$ cat config.mk
export PLATFORM = sky130hd
export DESIGN_NAME = div_seq_param
export DESIGN_NICKNAME = d
export VERILOG_FILES = /design/src/rtl/div_seq_param.sv
export SDC_FILE = /design/constraint.sdc
export NUM_CORES = 1
export LEC_CHECK = 0
export ABC_AREA = 0
export BUFFER_PORTS_ARGS = -buffer_cell sky130_fd_sc_hd__buf_4
export CAP_MARGIN = 20
export CORE_AREA = 8 8 158 160
export DETAILED_ROUTE_END_ITERATION = 10
export DIE_AREA = 0 0 166 168
export PLACE_DENSITY_LB_ADDON = 0.2
export SETUP_SLACK_MARGIN = 0.3
export SLEW_MARGIN = 20
export SYNTH_ARGS = -nofsm -noshare
export SYNTH_HDL_FRONTEND = slang
export SYNTH_SLANG_ARGS = --single-unit
$ cat constraint.sdc
create_clock -name clk_i -period 3.35 [get_ports clk_i]
set_clock_uncertainty 0.1 [all_clocks]
set_input_delay 0.335 -clock clk_i [delete_from_list [all_inputs] [get_ports clk_i]]
set_output_delay 0.335 -clock clk_i [all_outputs]
set_load 0.02 [all_outputs]
$ cat src/rtl/div_seq_param.sv
// -----------------------------------------------------------------------------
// div_seq_param
//   Sequential radix-2 restoring divider, WIDTH bits (legal 4..64). It takes
//   WIDTH+1 cycles per operation and 1 cycle for divide-by-zero. Signed or
//   unsigned mode is chosen for each operation.
//
//   Ports
//     clk_i           rising-edge clock
//     rst_ni          asynchronous active-low reset
//     start_i         request, sampled only while idle
//     signed_mode_i   1 = two's-complement operands, captured with start_i
//     dividend_i      dividend, captured with start_i
//     divisor_i       divisor, captured with start_i
//     busy_o          operation in progress
//     done_o          one-cycle pulse, results valid
//     quotient_o      quotient, held until the next done
//     remainder_o     remainder, held until the next done
//     div_by_zero_o   divisor was zero, held with the results
// -----------------------------------------------------------------------------
module div_seq_param #(
  parameter int WIDTH = 32
) (
  input  logic             clk_i,
  input  logic             rst_ni,
  input  logic             start_i,
  input  logic             signed_mode_i,
  input  logic [WIDTH-1:0] dividend_i,
  input  logic [WIDTH-1:0] divisor_i,
  output logic             busy_o,
  output logic             done_o,
  output logic [WIDTH-1:0] quotient_o,
  output logic [WIDTH-1:0] remainder_o,
  output logic             div_by_zero_o
);

  localparam int CW = $clog2(WIDTH);

  typedef enum logic [1:0] {S_IDLE, S_CALC, S_FIX} state_e;

  // Control state (reset)
  state_e           state_q, state_d;
  logic [CW-1:0]    cnt_q, cnt_d;
  logic             qneg_q, qneg_d;
  logic             rneg_q, rneg_d;
  logic             dbz_q, dbz_d;
  logic             done_q, done_d;
  logic [WIDTH-1:0] quo_q, quo_d;
  logic [WIDTH-1:0] rem_q, rem_d;
  logic             dbzo_q, dbzo_d;

  // Datapath (no reset; always loaded on capture before use)
  logic [WIDTH-1:0] dvd_q, dvd_d;    // dividend magnitude; quotient bits shift in at LSB
  logic [WIDTH-1:0] dvs_q, dvs_d;    // divisor magnitude
  logic [WIDTH:0]   prem_q, prem_d;  // partial remainder, one guard bit

  logic                accept;
  logic                div_zero_in;
  logic [WIDTH:0]      shifted;
  logic signed [WIDTH:0] diff;
  logic                qbit;

  // Absolute value in signed mode. The most negative value maps onto its own
  // bit pattern. Read as unsigned, that pattern is the correct magnitude.
  function automatic logic [WIDTH-1:0] mag(input logic [WIDTH-1:0] v, input logic sm);
    return (sm && v[WIDTH-1]) ? (-v) : v;
  endfunction

  function automatic logic [WIDTH-1:0] cond_neg(input logic [WIDTH-1:0] v, input logic neg);
    return neg ? (-v) : v;
  endfunction

  assign accept      = (state_q == S_IDLE) && start_i;
  assign div_zero_in = (divisor_i == '0);

  // One restoring step. prem_q < dvs_q always holds, so shifted < 2*dvs_q
  // fits in WIDTH+1 bits, and the sign of diff decides the quotient bit.
  always_comb begin
    shifted = {prem_q[WIDTH-1:0], dvd_q[WIDTH-1]};
    diff    = signed'(shifted) - signed'({1'b0, dvs_q});
    qbit    = ~diff[WIDTH];
  end

  // Control next-state
  always_comb begin
    state_d = state_q;
    cnt_d   = cnt_q;
    qneg_d  = qneg_q;
    rneg_d  = rneg_q;
    dbz_d   = dbz_q;
    done_d  = 1'b0;
    quo_d   = quo_q;
    rem_d   = rem_q;
    dbzo_d  = dbzo_q;
    unique case (state_q)
      S_IDLE: begin
        if (start_i) begin
          state_d = div_zero_in ? S_FIX : S_CALC;
          cnt_d   = '0;
          qneg_d  = signed_mode_i & (dividend_i[WIDTH-1] ^ divisor_i[WIDTH-1]);
          rneg_d  = signed_mode_i & dividend_i[WIDTH-1];
          dbz_d   = div_zero_in;
        end
      end
      S_CALC: begin
        cnt_d = cnt_q + CW'(1);
        if (cnt_q == CW'(WIDTH - 1)) state_d = S_FIX;
      end
      S_FIX: begin
        state_d = S_IDLE;
        done_d  = 1'b1;
        if (dbz_q) begin
          // dvd_q holds the raw dividend on this path
          quo_d  = '1;
          rem_d  = dvd_q;
          dbzo_d = 1'b1;
        end else begin
          quo_d  = cond_neg(dvd_q, qneg_q);
          rem_d  = cond_neg(prem_q[WIDTH-1:0], rneg_q);
          dbzo_d = 1'b0;
        end
      end
      default: state_d = S_IDLE;
    endcase
  end

  // Datapath next-state
  always_comb begin
    dvd_d  = dvd_q;
    dvs_d  = dvs_q;
    prem_d = prem_q;
    if (accept) begin
      dvd_d  = div_zero_in ? dividend_i : mag(dividend_i, signed_mode_i);
      dvs_d  = mag(divisor_i, signed_mode_i);
      prem_d = '0;
    end else if (state_q == S_CALC) begin
      dvd_d  = {dvd_q[WIDTH-2:0], qbit};
      prem_d = qbit ? unsigned'(diff) : shifted;
    end
  end

  always_ff @(posedge clk_i or negedge rst_ni) begin
    if (!rst_ni) begin
      state_q <= S_IDLE;
      cnt_q   <= '0;
      qneg_q  <= 1'b0;
      rneg_q  <= 1'b0;
      dbz_q   <= 1'b0;
      done_q  <= 1'b0;
      quo_q   <= '0;
      rem_q   <= '0;
      dbzo_q  <= 1'b0;
    end else begin
      state_q <= state_d;
      cnt_q   <= cnt_d;
      qneg_q  <= qneg_d;
      rneg_q  <= rneg_d;
      dbz_q   <= dbz_d;
      done_q  <= done_d;
      quo_q   <= quo_d;
      rem_q   <= rem_d;
      dbzo_q  <= dbzo_d;
    end
  end

  always_ff @(posedge clk_i) begin
    dvd_q  <= dvd_d;
    dvs_q  <= dvs_d;
    prem_q <= prem_d;
  end

  assign busy_o        = (state_q != S_IDLE);
  assign done_o        = done_q;
  assign quotient_o    = quo_q;
  assign remainder_o   = rem_q;
  assign div_by_zero_o = dbzo_q;

endmodule

# After elaboration in Yosys (flattened, before gate mapping)
# Index checks and enable logic that the tools add are counted.
[totals] regBits=172 input_bits=68 wordCells=56
[op_classes] addsub=6 eq_ne=5 n_mux=18 n_bitwise=4 reduce_logical=11
[op_table] op="32-bit two-way mux" n=10
[op_table] op="32-bit negation" n=4
[op_table] op="33-bit subtractor" n=1
[op_table] op="32-bit logical NOT" n=1
[op_table] op="5-bit case mux with 2 select lines" n=1
[op_table] op="2-bit two-way mux" n=3
[op_table] op="2-bit AND reduction" n=3
[op_table] op="2-bit nonzero test" n=3
[op_table] op="5-bit by 1-bit adder with 5-bit output (second input constant)" n=1
[op_table] op="5-bit == test (second input constant)" n=1
[op_table] op="5-bit two-way mux" n=1
[op_table] op="2-bit != test (second input constant)" n=2
[op_table] op="2-bit case mux with 2 select lines" n=1
[op_table] op="1-bit logical AND" n=3
[op_table] op="1-bit bitwise AND" n=2
[op_table] op="2-bit by 1-bit == test with 1-bit output (second input constant)" n=1
[op_table] op="2-bit == test (second input constant)" n=1
[op_table] op="2-bit logical NOT" n=1
[op_table] op="1-bit two-way mux" n=2
[op_table] op="1-bit inverter" n=1
[op_table] op="1-bit bitwise XOR" n=1

# Longest topological paths before layout
# Gate-level depths: netlist of run 1.
[logic_depth] ltp_word=4 mapped_depth=14

# Worst setup path after synthesis of run 1
# OpenSTA, ideal clock, no wires.
[synth_timing] kind="register to register" start="reg dvd_q[31]" end="reg prem_q[4]" setup_ns=0.130 arrival_time_ns=3.024 path_slack_ns=0.096 path_stages_with_launch=15 n_path_buf=2 synth_period_minus_slack_ns=3.254 path_cell_list="edfxtp_1 inv_1 ha_1 fa_1 nor2b_1 o31a_1 o21ai_0 a21oi_1 o311ai_0 a2111o_1 o211ai_1 buf_2 buf_4 mux2i_1 o21ai_0"
[synth_between] elab_chain_len=2
[synth_lines] element="start, declared" line="52" rtl="logic [WIDTH-1:0] dvd_q, dvd_d;"
[synth_lines] element="start signal, assigned" line="166" rtl="dvd_q <= dvd_d;"
[synth_lines] element="33-bit subtractor" line="79" rtl="diff = signed'(shifted) - signed'({1'b0, dvs_q});"
[synth_lines] element="32-bit two-way mux" line="137" rtl="prem_d = qbit ? unsigned'(diff) : shifted;"
[synth_lines] element="end signal, assigned" line="168" rtl="prem_q <= prem_d;"
[synth_lines] element="end, declared" line="54" rtl="logic [WIDTH:0] prem_q, prem_d;"
# No other way between the ends.
# A chain may end at the register's enable or synchronous reset.

# Final worst setup path of run 1
[layout_timing] start="reg dvs_q[0]" end="reg prem_q[30]"
[layout_between] elab_chain_len=2
[layout_lines] element="start, declared" line="53" rtl="logic [WIDTH-1:0] dvs_q, dvs_d;"
[layout_lines] element="start signal, assigned" line="167" rtl="dvs_q <= dvs_d;"
[layout_lines] element="33-bit subtractor" line="79"
[layout_lines] element="32-bit two-way mux" line="137"
# No other way between the ends.

==> results of run 1 <==
==> metal layers <==
metal  vias up  wire length, um  track usage
li1       4932                -            -
met1      4769            14500        0.304
met2       324            15600        0.378
met3        55             1790       0.0402
met4         0              820       0.0779
met5         -                0            0
==> power groups by stage <==
stage / combinational (mW) / clock (mW) / sequential (mW)
after floorplan: 4.26 / 0 / 3.67
after global placement: 6.41 / 0 / 3.73
after detailed placement: 6.50 / 0 / 3.73
after CTS: 6.98 / 2.01 / 3.71
after global routing: 8.03 / 2.09 / 3.83
final: 7.31 / 1.99 / 3.75
==> area by class of cell <==
type,instances,area [um^2],share of cell area
clock buffer,18,439,0.0316
tap,285,357,0.0256
inverter,62,233,0.0167
multi-input combinational,978,6340,0.456
sequential,172,4470,0.321
timing repair buffer,248,1940,0.139
clock inverter,14,141,0.0102
==> stage by stage <==
stage / setup TNS [ns] / hold WS, ns / cells / worst slack [ns] / instance area, um^2
2_1_floorplan: 0 / -0.0606 / 1277 / 0.253 / 11100
3_3_place_gp: -0.126 / 0.364 / 1719 / -0.0354 / 12800
3_5_place_dp: -2.47 / 0.373 / 1719 / -0.110 / 12800
4_1_cts: 0 / 0.000592 / 1767 / 0.124 / 13700
5_1_grt: -0.00505 / 0.0115 / 1777 / -0.00505 / 13900
6_report: 0 / -0.0587 / 1777 / 0.115 / 13900
==> repair_timing <==
item	CTS	global route
setup buffers	15	10
pin swaps	11	11
cloned	1	0
endpoints found under the setup margin	51	61
gates resized for setup	41	42
==> sequential cells by signal, summed over array words and instances (netlist names) <==
name / cells
dvd_q: 32
dvs_q: 32
prem_q: 32
quotient_o: 32
remainder_o: 32
cnt_q: 5
state_q: 2
dbz_q: 1
div_by_zero_o: 1
done_o: 1
qneg_q: 1
rneg_q: 1
==> worst paths after layout <==
kind | startpoint | endpoint | slack (ns) | cells past startpoint
worst max-delay path | dvs_q[0]$_DFFE_PP_ | prem_q[30]$_SDFFE_PP0P_ | 0.11 | 14
worst min-delay path | rst_ni | remainder_o[13]$_DFFE_PN0P_ | -0.06 | 1
worst max register to register | dvs_q[0]$_DFFE_PP_ | prem_q[30]$_SDFFE_PP0P_ | 0.11 | 14
worst min register to register | remainder_o[6]$_DFFE_PN0P_ | remainder_o[6]$_DFFE_PN0P_ | 0.39 | 2
max in group asynchronous | rst_ni | dbz_q$_DFFE_PN0P_ | 2.52 | 1
min in group clk_i | divisor_i[0] | dvs_q[0]$_DFFE_PP_ | 0.02 | 1
==> cell families (layout without fill, tap and decap cells) <==
logic type                 count (synthesis)  count (layout)  share of synthesized area
DFF                                      172             172                      0.404
and+or+nand+nor                          387             387                      0.163
buffers and inverters                    127             342                     0.0461
xor gates and xnor gates                 144             144                      0.114
muxes                                     31              31                     0.0283
AOI/OAI and AO/OA                        377             377                      0.199
adders and majority gates                 39              39                     0.0449
==> cell usage in the layout, fill, tap and decap left out, drive strengths merged, types with 5 or more instances in the layout <==
cell type,instances
xnor2,67
xor2,77
a21oi,120
clkinv,6
nand3,11
nand4,10
or3,12
clkbuf,19
edfxtp,64
a21o,10
nor4,13
inv,70
o41ai,16
nor2,102
o21a,8
nand2b,13
nand2,164
dfrtp,76
or4,18
and3,10
o21ai,154
a31oi,5
nor3,14
nor2b,7
ha,38
a2bb2oi,7
buf,247
mux2i,29
dfxtp,32
o31ai,26
==> flow_summary_export.csv, run 1 <==
group,metric,value,unit
status,status,"finished with violations",
status,violations,"negative hold slack",
layout,syn2layout_area_growth,26.1,%
synth,yosysMostFrequentCell,"nand2_1",
power,p_int,7.40,mW
power,leakagePower,6.15,nW
synth,yosys.area.top_type,"edfxtp_1",
power,p_sw,5.64,mW
worst_setup_path,crit_family,"compound AO/OA/AOI/OAI gates",
power,total_power,13.0,mW
global_route,grtUsageTotal,0.230,
worst_setup_path,worst_ep_required_time,3.58,ns
floorplanning,rows,55,
routing,dr_total_vias,10080,
routing,drt_pass1_iterations,5,
layout,layout.core_utilization,0.622,
synth,synth_cell_types,64,
worst_setup_path,crit_chain,"ha_4 > fa_2 > nor2b_4 > o31a_1 > o21ai_2 > a21oi_4 > o311ai_4 > a2111o_1 > o211ai_1 > buf_4 > buf_8 > buf_6 > nor2_1 > a211o_1",
sta,report.final.slew_viol_count,0,
layout,nFillCells,1895,
routing,via_per_inst,5.67,
placed_design,gp_congestion,0.872,
global_route,antenna_found_initial,0,
synth,async_flop_share,0.442,
global_route,grt_pass1_wl,52400,um
worst_setup_path,setup.worst_path.end_class,"register",
clock_tree,cts_tree,"done",
synth,ys_seq_area_frac,0.404,
floorplanning,io_pins,135,
clock_tree,clk_pin_slew,0.07,ns
routing,wl_per_cell,18.4,um
synth,synth_top_area_frac,0.174,
power,power_frac_comb,0.560,
layout,antenna_cells,0,
global_route,grt_overflow,0,
min_path,hold_path.class,"input port to async pin",
sta,slew_headroom,0.288,
placed_design,portBuffers,134,
clock_tree,cts-root-buf,"clkbuf_16",
clock_tree,clk_latency,0.45,ns
global_route,grt_max_degree,77,
synth,synthFlopType,"dfrtp_1",
routing,wirelength,32700,um
sta,finalCriticalPeriod,3.24,ns
worst_setup_path,worstSetupStartpointType,"register",
power,switching_share,0.433,
sta,tightest_slew,1.07,ns
sta,finalSetupViolations,0,
floorplanning,die_h,168,um
sta,period_share,0.966,
layout,drive_gt1_frac,0.233,
synth,avgSynthCellArea,8.64,um^2
sta,hold_viol_final,68,
worst_setup_path,cp.arrival,3.47,ns
power,pwr-share-seq,0.288,
clock_tree,clock_sinks,172,
worst_setup_path,path_max_fanout,7,
routing,ant_nets,0,
placed_design,dp_hpwl,24000,um
synth,synthTopCellsByCount,"nand2_1 (164), o21ai_0 (154), a21oi_1 (120)",
power,powerDensity,937,nW/um^2
worst_setup_path,crit_buf_inv,3,
sta,rsz0062_at_grt,"true",
global_route,grt_pass1_vias,9732,
synth,syn_nets,1384,
clock_tree,clock_path_buffers,2,
floorplanning,die_w,166,um
routing,drt_iter0_drc,764,
synth,synthTopCellsByArea,"edfxtp_1 (17%), dfrtp_1 (17%), o21ai_0 (7.0%), xor2_1 (6.1%), dfxtp_1 (5.8%)",
synth,synth_edf_count,64,
worst_setup_path,cp_slowest_cell,"edfxtp_1",
synth,syn_area,11000,um^2
floorplanning,coreArea,22400,um^2
layout,nNetsFinal,1586,
clock_tree,postCtsHoldBufs,0,
worst_setup_path,max_stage_delay,0.42,ns
power,irDropWorstVdd,0.434,mV
clock_tree,h-tree-depth,4,
routing,drc,0,
synth,yosys_warnings,0,
run,cap_violations,0,
sta,hold_slack,-0.0587,ns
floorplanning,die_area,27900,um^2
floorplanning,initial_core_util,0.494,
clock_tree,cts_buffers,17,
sta,fmax,0.309,GHz
synth,syn_inst,1277,
synth,ys_ff_latch,172,
worst_setup_path,critPathKind,"register to register",
power,p_clk_frac,0.152,
Power figures use the tool's default switching activity.
==> inputs of run 2 (changes only) <==
--- a/config.mk
+++ b/config.mk
@@ -11,7 +11,7 @@
 export CORE_AREA = 8 8 158 160
 export DETAILED_ROUTE_END_ITERATION = 10
 export DIE_AREA = 0 0 166 168
-export PLACE_DENSITY_LB_ADDON = 0.2
+export PLACE_DENSITY = 0.72
 export SETUP_SLACK_MARGIN = 0.3
 export SLEW_MARGIN = 20
 export SYNTH_ARGS = -nofsm -noshare
==> flow_summary_export.csv, run 2 (synthesis results as in run 1) <==
group,metric,value,unit
status,status,"finished clean",
layout,drive_gt1_frac,0.221,
sta,rsz0062_at_grt,"true",
sta,tightest_slew,1.14,ns
worst_setup_path,cp.arrival,3.35,ns
clock_tree,h-tree-depth,4,
global_route,grt_pass1_wl,50200,um
layout,layout.area.seq,4470,um^2
global_route,grt_max_degree,77,
floorplanning,io_pins,135,
sta,slew_headroom,0.241,
floorplanning,die_area,27900,um^2
floorplanning,die_h,168,um
sta,hold_slack,0.0292,ns
worst_setup_path,r2r_cells,15,
worst_setup_path,critPathKind,"register to register",
worst_setup_path,cp_slowest_cell,"a2111o_1",
worst_setup_path,worstSetupStartpointType,"register",
routing,wl_per_cell,17.7,um
layout,nFillCells,1937,
sta,fmax,0.313,GHz
placed_design,gp_congestion,0.918,
layout,nNetsFinal,1572,
clock_tree,clock_path_buffers,2,
clock_tree,clock_sinks,172,
worst_setup_path,worst_ep_required_time,3.51,ns
power,powerDensity,925,nW/um^2
worst_setup_path,max_stage_delay,0.38,ns
sta,period_share,0.952,
placed_design,portBuffers,134,
worst_setup_path,path_max_fanout,8,
clock_tree,clk_latency,0.43,ns
placed_design,dp_cells,1712,
min_path,hold_depth,1,
power,irDropWorstVdd,0.409,mV
worst_setup_path,crit_family,"compound AO/OA/AOI/OAI gates",
routing,wirelength,31200,um
floorplanning,rows,55,
min_path,hold_path.class,"input port to register",
layout,syn2layout_area_growth,25.4,%
routing,drt_iter0_drc,706,
layout,stdcell_area,13800,um^2
routing,drt_pass1_iterations,5,
power,total_power,12.8,mW
routing,dr_total_vias,9933,
global_route,antenna_found_initial,1,
global_route,grt_overflow,0,
routing,via_per_inst,5.63,
clock_tree,cts_tree,"done",
sta,fin_tns_setup,0,ns
sta,hold_viol_final,0,
worst_setup_path,crit_chain,"inv_2 > ha_4 > fa_2 > nor2b_2 > o31a_1 > o21ai_2 > a21oi_4 > o311ai_4 > a2111o_1 > o211ai_1 > buf_4 > buf_12 > buf_4 > mux2i_1 > o21ai_0",
routing,ant_nets,0,
floorplanning,initial_core_util,0.494,
global_route,grt_pass1_vias,9734,
sta,finalCriticalPeriod,3.19,ns
placed_design,dp_hpwl,23700,um
placed_design,placed_area,12800,um^2
floorplanning,coreArea,22400,um^2
power,leakagePower,6.08,nW
global_route,grtUsageTotal,0.219,
sta,report.final.slew_viol_count,0,
layout,most-common-layout-cells,"buf_4 (226), nand2_1 (160), o21ai_0 (137)",
routing,drc,0,
layout,stdcell_count,1764,
worst_setup_path,critPathMostFrequentCell,"buf_4",
clock_tree,cts_buffers,17,
worst_setup_path,setup.worst_path.end_class,"register",
clock_tree,cts-root-buf,"clkbuf_16",
worst_setup_path,crit_buf_inv,4,
sta,finalSetupViolations,0,
run,cap_violations,0,
layout,layout_commonest_cell,"buf_4",
floorplanning,die_w,166,um
worst_setup_path,path_depth,15,
layout,multi_input_area,6340,um^2
clock_tree,clk_pin_slew,0.07,ns
run 2: layout make-up:
| class | instances | share of cell area |
|---|---|---|
| Multi-Input combinational cell | 978 | 0.458 |
| Sequential cell | 172 | 0.323 |
| Timing Repair Buffer | 234 | 0.133 |
| Clock buffer | 17 | 0.0307 |
| Tap cell | 285 | 0.0258 |
| Inverter | 62 | 0.0168 |
| Clock inverter | 15 | 0.0127 |
| Antenna cell | 1 | 0.000181 |
run 2: per-stage QoR:
stage                util  setup slack [ns]
global placement    0.573          -0.00983
finish              0.619             0.160
floorplan               -             0.253
detailed placement  0.573            -0.101
global route        0.619          -0.00852
CTS                 0.608             0.158
run 2: metal layers:
layer	up-vias	share of wire	track usage
met5	-	0	0
met4	0	0.021	0.0696
met3	44	0.049	0.0367
met2	285	0.48	0.374
met1	4712	0.45	0.280
li1	4892	-	-
run 2: power breakdown:
| group | leakage [nW] | switching (mW) | internal [mW] |
|---|---|---|---|
| Sequential | 1.94 | 0.865 | 2.95 |
| Clock | 0.290 | 0.995 | 1.01 |
| Combinational | 3.84 | 3.70 | 3.29 |
run 2: final timing paths:
check	from	endpoint	slack, ns
setup / recovery	dvd_q[31]$_DFFE_PP_	prem_q[20]$_SDFFE_PP0P_	0.16
hold / removal	divisor_i[0]	dvs_q[0]$_DFFE_PP_	0.03
setup reg to reg	dvd_q[31]$_DFFE_PP_	prem_q[20]$_SDFFE_PP0P_	0.16
hold reg to reg	remainder_o[9]$_DFFE_PN0P_	remainder_o[9]$_DFFE_PN0P_	0.38
max in group asynchronous	rst_ni	dbz_q$_DFFE_PN0P_	1.97
min in group asynchronous	rst_ni	remainder_o[6]$_DFFE_PN0P_	0.50
run 2: what timing repair did:
action | in CTS | in global routing
pin swaps | 12 | 20
setup endpoints to repair | 51 | 60
hold endpoints to repair | 45 | 0
resized for setup | 28 | 42
hold buffers | 1 | 0
setup buffers | 7 | 10
cloned | 1 | 0
==> inputs of run 3 (changes only) <==
--- a/config.mk
+++ b/config.mk
@@ -5,12 +5,13 @@
 export SDC_FILE = /design/constraint.sdc
 export NUM_CORES = 1
 export LEC_CHECK = 0
-export ABC_AREA = 0
+export ABC_AREA = 1
 export BUFFER_PORTS_ARGS = -buffer_cell sky130_fd_sc_hd__buf_4
 export CAP_MARGIN = 20
-export CORE_AREA = 8 8 158 160
+export CORE_AREA = 8 8 171 173
+export CTS_BUF_LIST = sky130_fd_sc_hd__clkbuf_8 sky130_fd_sc_hd__clkbuf_16
 export DETAILED_ROUTE_END_ITERATION = 10
-export DIE_AREA = 0 0 166 168
+export DIE_AREA = 0 0 179 181
 export PLACE_DENSITY = 0.72
 export SETUP_SLACK_MARGIN = 0.3
 export SLEW_MARGIN = 20
==> flow_summary_export.csv, run 3 <==
group,metric,value,unit
power,p_clk_frac,0.140,
synth,yosysMostFrequentCell,"nand2_1",
worst_setup_path,critPathKind,"register to register",
sta,period_share,0.832,
floorplanning,die_w,179,um
routing,dr_total_vias,13385,
floorplanning,die_area,32400,um^2
synth,yosys.area.top_type,"nand2_1",
worst_setup_path,worstSetupStartpointType,"register",
worst_setup_path,critPathMostFrequentCell,"nand2_1",
sta,tightest_slew,0.849,ns
power,power_frac_comb,0.566,
sta,rsz0062_at_grt,"false",
synth,syn_area,13100,um^2
clock_tree,clock_path_buffers,2,
sta,fmax,0.359,GHz
worst_setup_path,path_max_fanout,17,
synth,synthFlopType,"dfrtp_1",
placed_design,portBuffers,134,
floorplanning,rows,60,
synth,syn_nets,2113,
floorplanning,initial_core_util,0.494,
synth,synth_top_area_frac,0.190,
sta,finalCriticalPeriod,2.79,ns
clock_tree,cts-root-buf,"clkbuf_16",
power,switching_share,0.513,
worst_setup_path,cp.arrival,3.02,ns
routing,wirelength,41700,um
power,pwr-share-seq,0.294,
synth,synth_edf_count,64,
clock_tree,cts_tree,"done",
global_route,antenna_found_initial,0,
routing,drc,0,
placed_design,dp_cells,2444,
layout,most-common-layout-cells,"nand2_1 (661), inv_1 (340), nand3_1 (212)",
power,powerDensity,989,nW/um^2
worst_setup_path,crit_buf_inv,3,
synth,ys_seq_area_frac,0.341,
min_path,hold_path.class,"input port to register",
layout,syn2layout_area_growth,14.7,%
worst_setup_path,path_depth,18,
sta,finalSetupViolations,0,
global_route,grt_pass1_wl,66400,um
synth,syn_inst,2006,
min_path,min_from,"divisor_i[25]",
sta,slew_headroom,0.433,
run,cap_violations,0,
worst_setup_path,setup.worst_path.end_class,"register",
clock_tree,h-tree-depth,4,
worst_setup_path,crit_chain,"inv_1 > ha_1 > fa_1 > inv_1 > nand3_1 > nand2_2 > nand2_1 > nand2_2 > nand2_1 > nand2_2 > nand2_2 > nand2_1 > nand2_4 > buf_4 > nand3_1 > nand2_1 > nand2_1 > nand2_1",
sta,fin_tns_setup,0,ns
routing,drt_pass1_iterations,6,
global_route,grt_overflow,0,
worst_setup_path,cp-startpoint,"dvd_q[31]$_DFFE_PP_",
power,p_int,7.23,mW
placed_design,dp_hpwl,33000,um
global_route,grtUsageTotal,0.258,
worst_setup_path,reg2reg_from,"dvd_q[31]$_DFFE_PP_",
layout,stdcell_area,15000,um^2
placed_design,gp_congestion,0.966,
sta,report.final.slew_viol_count,0,
layout,stdcell_count,2478,
floorplanning,die_h,181,um
synth,ys_ff_latch,172,
floorplanning,coreArea,26500,um^2
routing,drt_iter0_drc,1390,
clock_tree,clk_latency,0.45,ns
routing,ant_nets,0,
sta,hold_slack,0.0976,ns
clock_tree,clk_pin_slew,0.08,ns
global_route,grt_max_degree,77,
routing,via_per_inst,5.40,
layout,antenna_cells,0,
layout,nNetsFinal,2231,
worst_setup_path,max_stage_delay,0.40,ns
worst_setup_path,r2r_cells,18,
global_route,grt_pass1_vias,12682,
status,status,"finished clean",
layout,drive_gt1_frac,0.0997,
synth,synthTopCellsByCount,"nand2_1 (661), inv_1 (340), nand3_1 (212)",
min_path,hold_depth,2,
power,irDropWorstVdd,0.632,mV
floorplanning,io_pins,135,
routing,wl_per_cell,16.8,um
clock_tree,cts_buffers,17,
worst_setup_path,cp_slowest_cell,"fa_1",
power,p_sw,7.61,mW
clock_tree,clock_sinks,172,
layout,layout_commonest_cell,"nand2_1",
worst_setup_path,worst_ep_required_time,3.59,ns
synth,yosys_warnings,0,
synth,async_flop_share,0.442,
sta,hold_viol_final,0,
worst_setup_path,crit_family,"simple AND/OR/NAND/NOR gates",
synth,synthTopCellsByArea,"nand2_1 (19%), edfxtp_1 (15%), dfrtp_1 (15%), inv_1 (9.8%), nand3_1 (8.1%)",
power,leakagePower,7.78,nW
placed_design,placed_area,14300,um^2
synth,avgSynthCellArea,6.52,um^2
synth,synth_cell_types,53,
run 3: changes by cell type after synthesis, sizes merged, moves of 20 or more:
cell    delta
nand2    +505
o31ai     -25
o21ai     -83
clkbuf    -20
a21oi     -77
nand3    +203
xnor2     -62
inv      +281
mux2i     -29
nor2      +88
run 3: metrics by stage:
stage,setup WS [ns],power (mW),util
floorplan,0.970,9.87,-
CTS,0.443,14.8,0.565
finish,0.564,14.8,0.566
detailed placement,0.460,12.7,0.541
global placement,0.580,12.5,0.541
global route,0.365,16.1,0.566
run 3: area by class of cell:
class | instances | area [um^2]
clock buffer | 17 | 425
clock inverter | 15 | 191
fill | 2629 | 11500
inverter | 346 | 1300
multi-input combinational | 1435 | 7050
sequential | 172 | 4460
tap | 341 | 427
timing repair buffer | 152 | 1150
run 3: power groups by stage:
stage / Clock (mW) / Combinational [mW] / Sequential (mW)
after CTS: 2.09 / 8.35 / 4.33
after floorplan: 0 / 5.48 / 4.39
after global routing: 2.17 / 9.49 / 4.45
final: 2.08 / 8.40 / 4.37
after detailed placement: 0 / 8.29 / 4.36
after global placement: 0 / 8.18 / 4.35
run 3: cell families after synthesis:
family	Yosys count	share of synthesized area
compound gates	188	0.0863
buf+inv	399	0.122
fa+ha+maj	39	0.0379
flops	172	0.341
simple gates	1141	0.368
xor+xnor	67	0.0448
run 3: layer usage:
layer / part of all wire / track usage
met3: 0.068 / 0.0442
met2: 0.45 / 0.395
met4: 0.032 / 0.0890
met5: 0 / 0
met1: 0.45 / 0.361
run 3: what timing repair did:
action / in CTS / in global routing
endpoints found under the hold margin: 20 / 0
resized for setup: 0 / 3
setup endpoints to repair: 0 / 33
buffers inserted: 0 / 0
hold buffers: 2 / 0
run 3: worst paths after layout:
path / end / slack (ns)
hold / removal: dvs_q[25]$_DFFE_PP_ / 0.1
max in group asynchronous: quotient_o[1]$_DFFE_PN0P_ / 2.24
min in group asynchronous: quotient_o[22]$_DFFE_PN0P_ / 0.38
setup / recovery: prem_q[31]$_SDFFE_PP0P_ / 0.56
setup reg to reg: prem_q[31]$_SDFFE_PP0P_ / 0.56
hold reg to reg: prem_q[29]$_SDFFE_PP0P_ / 0.39
